<file path="src/rtl/regwr_decode_sb_if.sv">
// rtl/regwr_decode_sb_if.sv - issue/writeback bus between the datapath and the write-address decoder
interface regwr_decode_sb_if #(
    parameter int ADDR_W = 5
);
    localparam int NREG = 2 ** ADDR_W;

    logic              en;
    logic              issue_valid;
    logic [ADDR_W-1:0] issue_addr;
    logic              issue_ready;
    logic              wb_valid;
    logic [ADDR_W-1:0] wb_addr;
    logic [NREG-1:0]   wb_dec;
    logic [NREG-1:0]   busy;
    logic [ADDR_W:0]   busy_cnt;
    logic              wb_err;

    modport master (
        output en, issue_valid, issue_addr, wb_valid, wb_addr,
        input  issue_ready, wb_dec, busy, busy_cnt, wb_err
    );

    modport slave (
        input  en, issue_valid, issue_addr, wb_valid, wb_addr,
        output issue_ready, wb_dec, busy, busy_cnt, wb_err
    );
endinterface

</file>
<file path="src/rtl/regwr_decode_sb.sv">
// rtl/regwr_decode_sb.sv - write-address decoder with busy-bit scoreboard
// Optional macro REGWR_ZERO_REG_EN hardwires register 0 (never busy, never decoded).
module regwr_decode_sb #(
    parameter int ADDR_W  = 5,
    parameter int MAX_OUT = 2 ** ADDR_W
) (
    input  logic                  clk,
    input  logic                  rst,
    regwr_decode_sb_if.slave      bus
);
    localparam int NREG = 2 ** ADDR_W;
    localparam logic [ADDR_W:0]   MAX_OUT_C = MAX_OUT[ADDR_W:0];
    localparam logic [NREG-1:0]   ONE_HOT0  = {{(NREG-1){1'b0}}, 1'b1};

    logic [NREG-1:0] r_busy;
    logic [NREG-1:0] r_wb_dec;
    logic [ADDR_W:0] r_busy_cnt;
    logic            r_wb_err;

    logic            w_issue_ready;
    logic            w_set;
    logic            w_wb;
    logic            w_clr;
    logic            w_err;
    logic [NREG-1:0] w_dec;
    logic [NREG-1:0] w_set_mask;
    logic [NREG-1:0] w_clr_mask;

    always_comb begin
        w_issue_ready = bus.en & ~r_busy[bus.issue_addr] & (r_busy_cnt < MAX_OUT_C);
        w_set         = bus.issue_valid & w_issue_ready;
        w_wb          = bus.wb_valid & bus.en;
        // A same-address issue is already blocked by the busy bit, so set and clear never collide.
        w_clr         = w_wb & r_busy[bus.wb_addr];
        w_err         = w_wb & ~r_busy[bus.wb_addr];
        w_dec         = w_wb ? (ONE_HOT0 << bus.wb_addr) : '0;
`ifdef REGWR_ZERO_REG_EN
        if (bus.issue_addr == '0) begin
            w_issue_ready = bus.en;
            w_set         = 1'b0;
        end
        if (bus.wb_addr == '0) begin
            w_err = 1'b0;
            w_dec = '0;
        end
`endif
        w_set_mask = w_set ? (ONE_HOT0 << bus.issue_addr) : '0;
        w_clr_mask = w_clr ? (ONE_HOT0 << bus.wb_addr) : '0;
    end

    always_ff @(posedge clk or posedge rst) begin
        if (rst) begin
            r_busy     <= '0;
            r_busy_cnt <= '0;
            r_wb_dec   <= '0;
            r_wb_err   <= 1'b0;
        end else begin
            r_busy     <= (r_busy | w_set_mask) & ~w_clr_mask;
            r_busy_cnt <= r_busy_cnt + {{ADDR_W{1'b0}}, w_set} - {{ADDR_W{1'b0}}, w_clr};
            r_wb_dec   <= w_dec;
            r_wb_err   <= w_err;
        end
    end

    assign bus.issue_ready = w_issue_ready;
    assign bus.busy        = r_busy;
    assign bus.busy_cnt    = r_busy_cnt;
    assign bus.wb_dec      = r_wb_dec;
    assign bus.wb_err      = r_wb_err;
endmodule

</file>
<file path="src/flat_wrapper.sv">
// flat-port wrapper written by rule: the top's interface ports become plain ports
module regwr_decode_sb_flat 
#(
    parameter int ADDR_W  = 5,
    parameter int MAX_OUT = 2 ** ADDR_W
)
  (clk, rst, bus_en, bus_issue_valid, bus_issue_addr, bus_wb_valid, bus_wb_addr, bus_issue_ready, bus_wb_dec, bus_busy, bus_busy_cnt, bus_wb_err);
  regwr_decode_sb_if #(.ADDR_W(ADDR_W)) bus_i ();
  input  logic clk;
  input  logic rst;
  input wire logic [$bits(bus_i.en)-1:0] bus_en;
  input wire logic [$bits(bus_i.issue_valid)-1:0] bus_issue_valid;
  input wire logic [$bits(bus_i.issue_addr)-1:0] bus_issue_addr;
  input wire logic [$bits(bus_i.wb_valid)-1:0] bus_wb_valid;
  input wire logic [$bits(bus_i.wb_addr)-1:0] bus_wb_addr;
  output wire logic [$bits(bus_i.issue_ready)-1:0] bus_issue_ready;
  output wire logic [$bits(bus_i.wb_dec)-1:0] bus_wb_dec;
  output wire logic [$bits(bus_i.busy)-1:0] bus_busy;
  output wire logic [$bits(bus_i.busy_cnt)-1:0] bus_busy_cnt;
  output wire logic [$bits(bus_i.wb_err)-1:0] bus_wb_err;
  assign bus_i.en = bus_en;
  assign bus_i.issue_valid = bus_issue_valid;
  assign bus_i.issue_addr = bus_issue_addr;
  assign bus_i.wb_valid = bus_wb_valid;
  assign bus_i.wb_addr = bus_wb_addr;
  assign bus_issue_ready = bus_i.issue_ready;
  assign bus_wb_dec = bus_i.wb_dec;
  assign bus_busy = bus_i.busy;
  assign bus_busy_cnt = bus_i.busy_cnt;
  assign bus_wb_err = bus_i.wb_err;
  regwr_decode_sb #(.ADDR_W(ADDR_W), .MAX_OUT(MAX_OUT)) u_core (.clk(clk), .rst(rst), .bus(bus_i));
endmodule
</file>
<file path="config.mk">
export PLATFORM = sky130hd
export DESIGN_NAME = regwr_decode_sb_flat
export DESIGN_NICKNAME = d
export VERILOG_FILES = /design/src/rtl/regwr_decode_sb_if.sv /design/src/rtl/regwr_decode_sb.sv /design/src/flat_wrapper.sv
export SDC_FILE = /design/constraint.sdc
export NUM_CORES = 1
export LEC_CHECK = 0
export ABC_AREA = 1
export CORE_UTILIZATION = 51
export DETAILED_ROUTE_END_ITERATION = 16
export HOLD_SLACK_MARGIN = 0.1
export PLACE_DENSITY = 0.87
export RECOVER_POWER = 50
export SYNTH_ARGS = -nofsm -noshare
export SYNTH_HDL_FRONTEND = slang
export SYNTH_SLANG_ARGS = --single-unit
</file>
<file path="constraint.sdc">
create_clock -name clk -period 3.75 [get_ports clk]
set_clock_uncertainty 0.2 [all_clocks]
set_input_delay 0.9375 -clock clk [delete_from_list [all_inputs] [get_ports clk]]
set_output_delay 0.9375 -clock clk [all_outputs]
set_load 0.03 [all_outputs]
</file>
Word-level counts from Yosys, hierarchy flattened
Index checks and enable logic that the tools add are counted.

storage, ports and cells
  logic and storage cells = 29
  flip-flop bits (word level) = 71
  output and inout port bits = 72

cells by class
  bitwise logic cells = 11
  shift operators = 2
  $lt $le $gt $ge = 3
  mux-type cells = 7
  $add $sub $neg = 2

operators by type and width
  operator                                                     count
  two-way mux 32 bit                                           3
  left shift 1 x 5 -> 32 bit (first input constant)            2
  AND 32 bit                                                   1
  NOT 32 bit                                                   1
  bitwise OR 32 bit                                            1
  less-than comparator 5 x 6 -> 1 bit (second input constant)  2
  binary-select mux 1 bit (select 5 bit)                       2
  adder 6 x 1 -> 6 bit                                         1
  AND 1 bit                                                    6
  less-than comparator 6 bit (second input constant)           1
  subtractor 6 x 1 -> 6 bit                                    1
  two-way mux 1 bit                                            2
  NOT 1 bit                                                    2

Depth between registers and ports, before layout
Gate-level depths: netlist of the first run.

  depth after elaboration = 9
  gate-level depth with buffers = 20
  depth with buffers taken out = 18

Worst setup path before layout of the first run
OpenSTA, ideal clock, no wires.

  kind = input port to flip-flop
  start point = input bus_wb_addr[1]
  end point = register u_core.r_busy_cnt[4] (netlist: u_core.bus.busy_cnt[4])
  buffers on the path = 2
  stages = 18
  arrival = 3.266 ns
  path slack = 0.153 ns
  cells stage by stage = inv_1 -> nand2_1 -> inv_1 -> buf_2 -> nand2_1 -> nand4_1 -> nand3_1 -> nand3_1 -> nand3_1 -> buf_2 -> inv_1 -> ha_1 -> inv_1 -> ha_1 -> fa_1 -> a21oi_1 -> o21ai_0 -> xor2_1

on the way
  cells in the longest elaborated chain, start to end = 4

ends and longest elaborated chain
  element                                  RTL line               text
  from (decl)                              flat_wrapper.sv:15     input wire logic [$bits(bus_i.wb_addr)-1:0] bus_wb_addr;
  binary-select mux 1 bit (select 5 bit)   regwr_decode_sb.sv:34  w_clr = w_wb & r_busy[bus.wb_addr];
  two-way mux 1 bit (implied by the code)  regwr_decode_sb.sv:34
  AND 1 bit                                regwr_decode_sb.sv:34
  subtractor 6 x 1 -> 6 bit                regwr_decode_sb.sv:59  r_busy_cnt <= r_busy_cnt + {{ADDR_W{1'b0}}, w_set} - {{ADDR_W{1'b0}}, w_clr};
  to (signal assigned)                     regwr_decode_sb.sv:59
  to (decl)                                regwr_decode_sb.sv:17  logic [ADDR_W:0] r_busy_cnt;

No other way between the ends. The select of a mux whose other input is x is not followed.

Final worst setup path of the first run
  start point = input bus_wb_addr[2]
  end point = register u_core.r_busy_cnt[5] (netlist: u_core.bus.busy_cnt[5])

The elaborated chain is that of the path after synthesis.

==> metrics.csv, run 1 <==
stage,metric,value,unit
grt,grt_pass1_wl,20.1,mm
floorplanning,start_util,53.1,%
place,dp.final_hpwl,10.1,mm
worst_setup_path,critPathKind,primary input to flip-flop,
floorplanning,rows,31,
power,p_total,2830,µW
floorplanning,core_area,7290,µm²
grt,grt_pass1_vias,3874,
route,drc,0,
cts,cts.sinks,71,
synthesis,synth_warnings,0,
cts,root_buffer,clkbuf_8,
grt,antenna_found_initial,0,
cts,cts.path.max_buffers,2,
timing,clock.fmax,0.284,GHz
cts,cts_hold_buf,0,
route,vias,4246,
synthesis,synth_adder_area_share,2.46,%
timing,rsz0062_at_grt,no,
timing,max_slew.worst_pin.slew,1.32,ns
worst_setup_path,worstSetupStartpointType,primary input,
timing,whs,0.382,ns
worst_setup_path,worst_setup_path_end_kind,flip-flop,
synthesis,synthesis.nets,537,
place,dp_slack,-0.356,ns
place,place_congestion,0.973,
worst_setup_path,crit_chain,clkdlybuf4s50_1 > inv_1 > buf_4 > nand4_1 > nand3_1 > nand3_1 > nand3_2 > inv_1 > ha_1 > inv_1 > ha_1 > a21oi_1 > inv_1 > a31oi_2 > o21ai_0 > a21oi_1 > xor2_1,
grt,grtUsageTotal,34.9,%
floorplanning,dieArea,7940,µm²
cts,htree_levels,3,
timing,relSlewSlack,11.9,%
worst_setup_path,critical_path_peak_fanout,4,
power,ir_drop,0.000625,V
synthesis,synthCells,515,
synthesis,yosys.area.top_type,dfrtp_1,
worst_setup_path,critPathSlowestCell,clkdlybuf4s50_1,
timing,slew_viol_final,0,
timing,post-route-period-util,93.8,%
floorplanning,die_height,89.1,µm
timing,fin_ws,0.231,ns
cells_and_area,drive_gt1_share,12.3,%
place,io_buffers,86,
synthesis,synthMuxAreaShare,0,%
worst_setup_path,worstPathArrival,3.61,ns
cts,cts_tree,yes,
synthesis,yosysSeqAreaShare,45.9,%
worst_setup_path,reg2reg_slack,0.87,ns
cells_and_area,utilization,73.8,%
worst_setup_path,max_stage_delay,0.51,ns
synthesis,synth.avg_cell_area,7.51,µm²
synthesis,ys_types,22,
worst_hold_path,min_path_type,flip-flop to flip-flop,
synthesis,synth_top_family_by_area,simple AND/OR/NAND/NOR gates,
synthesis,synth-xor-area-share,1.13,%
run_status,outcome,completed,
cells_and_area,num_antenna_cells,0,
cells_and_area,nNetsFinal,652,
cells_and_area,area_growth,39.1,%
worst_setup_path,worstPathRequired,3.84,ns
synthesis,synth_top_area_share,45.9,%
route,vias_per_cell,5.78,
cells_and_area,fillCellCount,594,
job,max-cap-violations,0,
timing,fin_crit,3.52,ns
grt,grt_max_degree,34,
synthesis,synth_simple_gate_area_share,32.2,%
synthesis,yosys_register_bits,71,
floorplanning,pin_count,87,
grt,grt-ovfl-total,0,
timing,final-hold-violation-count,0,
power,powerDensity,526,nW/µm²
synthesis,synth-compound-area-share,8.28,%
route,first_pass_iters,7,
cts,clk_latency,0.36,ns
route,ant_nets,0,
route,wl_per_cell,18.3,µm
route,drt-initial-drc-count,466,
floorplanning,die_w,89.1,µm
power,p_leak,0.00257,µW
cts,clkTransAtPathRegs,0.08,ns
timing,setup-violations-final,0,
synthesis,synthTopCellsByArea,"dfrtp_1 (46%), nor2_1 (12%), nand4_1 (9.7%)",
synthesis,synth_area,3870,µm²
worst_setup_path,crit_path_frequent_cell,inv_1,
route,wirelength,13.4,mm
cts,numCtsBuffers,9,
-- layout by cell type (no fill, tap or decap), drive strengths merged, types with 6 or more instances in the layout --
| master | n |
|---|---|
| nor2 | 122 |
| clkdlybuf4s50 | 76 |
| dfrtp | 71 |
| nand4 | 60 |
| inv | 60 |
| a21oi | 55 |
| buf | 51 |
| nand2 | 45 |
| nand3 | 43 |
| clkbuf | 13 |
| ha | 6 |
-- metrics by stage --
step / TNS (ns) / instances / cell area, µm²
final: 0 / 734 / 5380
after floorplan: 0 / 515 / 3870
after detailed placement: -0.914 / 716 / 5090
after global placement: -0.225 / 716 / 5090
after global routing: 0 / 734 / 5380
after CTS: 0 / 732 / 5340
-- power by group --
group	leakage (µW)	internal (µW)	total, µW	switching, µW
Clock	0.000124	465	786	321
Sequential	0.000850	872	987	114
Combinational	0.00159	409	1060	651
Total	0.00257	1750	2830	1090
-- sequential cells by signal, indices dropped and copies added (netlist names) --
| name | flops |
|---|---|
| u_core.bus.wb_err | 1 |
| u_core.bus.busy_cnt | 6 |
| u_core.bus.wb_dec | 32 |
| u_core.bus.busy | 32 |
-- final cells by class --
type	instances	area, µm²	area share [%]
multi-input combinational	348	1730	32.2
sequential	71	1780	33.0
tap	99	124	2.30
inverter	61	229	4.25
clock buffer	10	138	2.56
timing repair buffer	139	1270	23.6
clock inverter	6	115	2.14
-- worst max-delay path, delay by kind of cell --
| family | cells | cell delay, ns |
|---|---|---|
| buffers and inverters | 6 | 1.01 |
| AOI/OAI and AO/OA | 4 | 0.77 |
| and+or+nand+nor | 4 | 0.41 |
| adders and majority gates | 2 | 0.33 |
| xor gates and xnor gates | 1 | 0.17 |
-- synthesized netlist by cell type (all sizes together) --
library cell and count:
dfrtp 71, o211ai 2, nor4 4, nor2 122, clkbuf 14, xor2 5, inv 58, buf 21
clkinv 3, nand4 60, nand2 45, nand3 43, ha 6, fa 1, a31oi 1, a21oi 55
o21ai 4
-- repair_timing --
action,CTS,global route
resized for setup,0,13
setup buffers,0,2
setup endpoints to repair,0,3
-- metal layers --
layer / GRT usage [%] / wire length [µm] / vias to the layer above / share of wire (%)
met5: 0 / 0 / - / 0
met4: 13.9 / 358 / 0 / 2.7
met3: 6.56 / 1210 / 33 / 9.0
met2: 56.2 / 6300 / 270 / 47
met1: 46.8 / 5540 / 1999 / 41
li1: - / - / 1944 / -
-- kinds of logic (layout without fill, tap and decap cells) --
| group | count (synthesis) | after routing |
|---|---|---|
| AO/OA/AOI/OAI | 62 | 62 |
| XOR/XNOR | 5 | 5 |
| adder cells (fa/ha/maj) | 7 | 7 |
| buffers and inverters | 96 | 216 |
| flip-flops | 71 | 71 |
| AND/OR/NAND/NOR | 274 | 274 |
-- final timing paths --
check / from / endpoint / depth (start not counted)
min in group asynchronous: rst / u_core.bus.busy[18]$_DFF_PP0_ / 2
max: bus_wb_addr[2] / u_core.bus.busy_cnt[5]$_DFF_PP0_ / 17
min: u_core.bus.busy[24]$_DFF_PP0_ / u_core.bus.busy[24]$_DFF_PP0_ / 2
max reg2reg: u_core.bus.busy[3]$_DFF_PP0_ / u_core.bus.busy_cnt[4]$_DFF_PP0_ / 15
max in group asynchronous: rst / u_core.bus.busy[21]$_DFF_PP0_ / 3
min reg2reg: u_core.bus.busy[24]$_DFF_PP0_ / u_core.bus.busy[24]$_DFF_PP0_ / 2
No activity file was read; power rests on OpenSTA's default activity.
==> run 2, diff against run 1 <==
REMOVE_ABC_BUFFERS = 1   (was default)
SLEW_MARGIN = 20   (was default)
==> metrics.csv, run 2 (same netlist as run 1, synthesis figures left out) <==
stage,metric,value,unit,change
place,place_congestion,0.929,,-4.5%
route,wl_per_cell,18.2,µm,-0.60%
power,p_leak,0.00254,µW,-0.96%
cts,clkTransAtPathRegs,0.07,ns,about the same
floorplanning,pin_count,87,,unchanged
route,first_pass_iters,5,,-2
power,ir_drop,0.000625,V,+0.11%
grt,antenna_found_initial,0,,unchanged
route,drc,0,,unchanged
floorplanning,die_w,89.1,µm,unchanged
cells_and_area,fin_cells,743,,+1.2%
grt,grtUsageTotal,35.1,%,+0.19 points
worst_setup_path,crit_chain,clkdlybuf4s50_1 > inv_1 > nand2_2 > clkinvlp_4 > nand2_1 > nand4_1 > nand3_1 > nand3_1 > nand3_2 > inv_1 > ha_1 > inv_1 > ha_1 > fa_2 > a21oi_1 > o21ai_1 > xor2_1,,
cts,numCtsBuffers,9,,unchanged
timing,max_slew.worst_pin.slew,1.28,ns,-0.0412 ns
worst_setup_path,critical_path_peak_fanout,6,,+2
timing,whs,0.379,ns,-0.00273 ns
power,p_int,1620,µW,-7.5%
route,ant_nets,0,,unchanged
worst_setup_path,worst-path-buf-inv,5,,-1
grt,grt-ovfl-total,0,,unchanged
worst_setup_path,critPathKind,primary input to flip-flop,,
route,drt-initial-drc-count,372,,-20%
worst_setup_path,crit_family,buffers and inverters,,
run_status,outcome,completed,,
cells_and_area,postLayoutCellArea,5380,µm²,about the same
worst_hold_path,min_path_type,flip-flop to flip-flop,,
power,powerDensity,491,nW/µm²,-6.7%
worst_setup_path,reg2reg_slack,0.98,ns,+0.11 ns
job,max-cap-violations,0,,unchanged
cells_and_area,layout_common_cells,"nor2_1 (121), clkdlybuf4s50_1 (82), dfrtp_1 (71)",,
cts,cts.path.max_buffers,2,,unchanged
place,dp_slack,-0.333,ns,+0.0235 ns
worst_setup_path,worst_setup_path_end_kind,flip-flop,,
floorplanning,rows,31,,unchanged
worst_hold_path,worstHoldStart,u_core.bus.busy[4]$_DFF_PP0_,,
power,switching_share,38.9,%,+0.50 points
floorplanning,die_height,89.1,µm,unchanged
grt,grt_pass1_wl,20.4,mm,+1.6%
route,wirelength,13.5,mm,+0.62%
timing,clock.fmax,0.275,GHz,-3.3%
place,placed_cells,723,,+0.98%
worst_setup_path,r2r_start,u_core.bus.busy[15]$_DFF_PP0_,,
timing,fin_ws,0.111,ns,-0.120 ns
place,dp.final_hpwl,9.80,mm,-2.9%
place,placed_area,5150,µm²,+1.3%
cells_and_area,area_growth,39.1,%,about the same
worst_hold_path,holdPathEnd,u_core.bus.busy[4]$_DFF_PP0_,,
timing,post-route-period-util,97.0,%,+3.2 points
cts,root_buffer,clkbuf_8,,
place,io_buffers,86,,unchanged
cts,clk_latency,0.36,ns,about the same
worst_setup_path,worstSetupStartpointType,primary input,,
cells_and_area,drive_gt1_share,13.4,%,+1.1 points
timing,setup-violations-final,0,,unchanged
cts,htree_levels,3,,unchanged
route,vias,4300,,+1.3%
cells_and_area,nNetsFinal,661,,+1.4%
floorplanning,start_util,53.1,%,unchanged
grt,grt_pass1_vias,3917,,+1.1%
worst_setup_path,crit_path_frequent_cell,inv_1,,
floorplanning,dieArea,7940,µm²,unchanged
cells_and_area,utilization,73.8,%,about the same
cells_and_area,layout_commonest_cell,nor2_1,,
timing,final-hold-violation-count,0,,unchanged
worst_setup_path,startpoint,bus_wb_addr[1],,
worst_setup_path,worstPathRequired,3.77,ns,-0.07 ns
worst_setup_path,worstPathArrival,3.66,ns,+0.05 ns
power,seq_power_share,36.9,%,+2.1 points
worst_hold_path,hold_depth,2,,unchanged
cts,cts.sinks,71,,unchanged
grt,grt_max_degree,39,,+15%
worst_setup_path,reg2reg_to,u_core.bus.busy_cnt[4]$_DFF_PP0_,,
worst_setup_path,critPathSlowestCell,clkdlybuf4s50_1,,
timing,slew_viol_final,0,,unchanged
timing,fin_crit,3.64,ns,+0.120 ns
route,vias_per_cell,5.79,,about the same
power,power.share.clock,23.1,%,-4.7 points
cells_and_area,num_antenna_cells,0,,unchanged
power,p_comb_share,40.0,%,+2.6 points
power,p_switching,1030,µW,-5.5%
cts,cts_tree,yes,,
worst_setup_path,r2r_cells,15,,unchanged
worst_setup_path,max_stage_delay,0.50,ns,about the same
floorplanning,core_area,7290,µm²,unchanged
timing,relSlewSlack,14.5,%,+2.6 points
cells_and_area,fillCellCount,590,,-0.67%
run 2: how the worst max path moves through the flow:
| stage | slack (ns) | cells past startpoint | to |
|---|---|---|---|
| finish | 0.11 | 17 | u_core.bus.busy_cnt[4]$_DFF_PP0_ |
| global route | -0.007 | 19 | u_core.bus.busy_cnt[5]$_DFF_PP0_ |
| CTS | 0.03 | 17 | u_core.bus.busy_cnt[4]$_DFF_PP0_ |
| detailed placement | -0.33 | 17 | u_core.bus.busy_cnt[4]$_DFF_PP0_ |
| global placement | -0.23 | 17 | u_core.bus.busy_cnt[4]$_DFF_PP0_ |
| floorplan | -0.33 | 14 | u_core.bus.busy_cnt[4]$_DFF_PP0_ |
run 2: metrics by stage:
step           setup TNS [ns]  total power [µW]
6_report                    0              2640
5_1_grt               -0.0100              2760
4_1_cts                     0              2620
3_5_place_dp           -0.922              2020
3_3_place_gp           -0.556              1980
2_1_floorplan          -0.827              1550
run 2: worst register-to-register path, cell delays in order (launching register included):
cell and delay [ns]:
dfrtp_1 0.39, inv_1 0.11, nor2_1 0.06, a21oi_1 0.13
nand4_1 0.10, nand3_1 0.10, nand3_1 0.11, nand3_2 0.10
inv_1 0.05, ha_1 0.27, inv_1 0.05, ha_1 0.22
fa_2 0.37, a21oi_1 0.14, o21ai_1 0.08, xor2_1 0.15
run 2: final cells by class:
cell class	count	area (µm²)	area share [%]
clock inverter	4	45.0	0.837
timing repair buffer	148	1330	24.7
inverter	61	233	4.32
multi-input combinational	348	1730	32.1
sequential	71	1780	33.0
tap	99	124	2.30
clock buffer	12	145	2.70
run 2: what timing repair did:
action | CTS | global route
hold buffers | 0 | 0
buffers inserted | 0 | 4
endpoints found under the hold margin | 0 | 0
setup endpoints to repair | 1 | 4
gates resized for setup | 1 | 11
run 2: layer usage:
metal / track usage [%] / wire (µm) / share of wire, %
met5: 0 / 0 / 0
met4: 15.0 / 341 / 2.5
met3: 5.17 / 1190 / 8.8
met2: 55.9 / 6420 / 48
met1: 48.1 / 5550 / 41
run 2: power by group through the flow:
stage	clock [µW]	combinational (µW)	sequential, µW
2_1_floorplan	0	385	1160
3_3_place_gp	0	993	984
3_5_place_dp	0	1030	987
4_1_cts	610	1040	974
5_1_grt	641	1140	984
6_report	609	1060	975
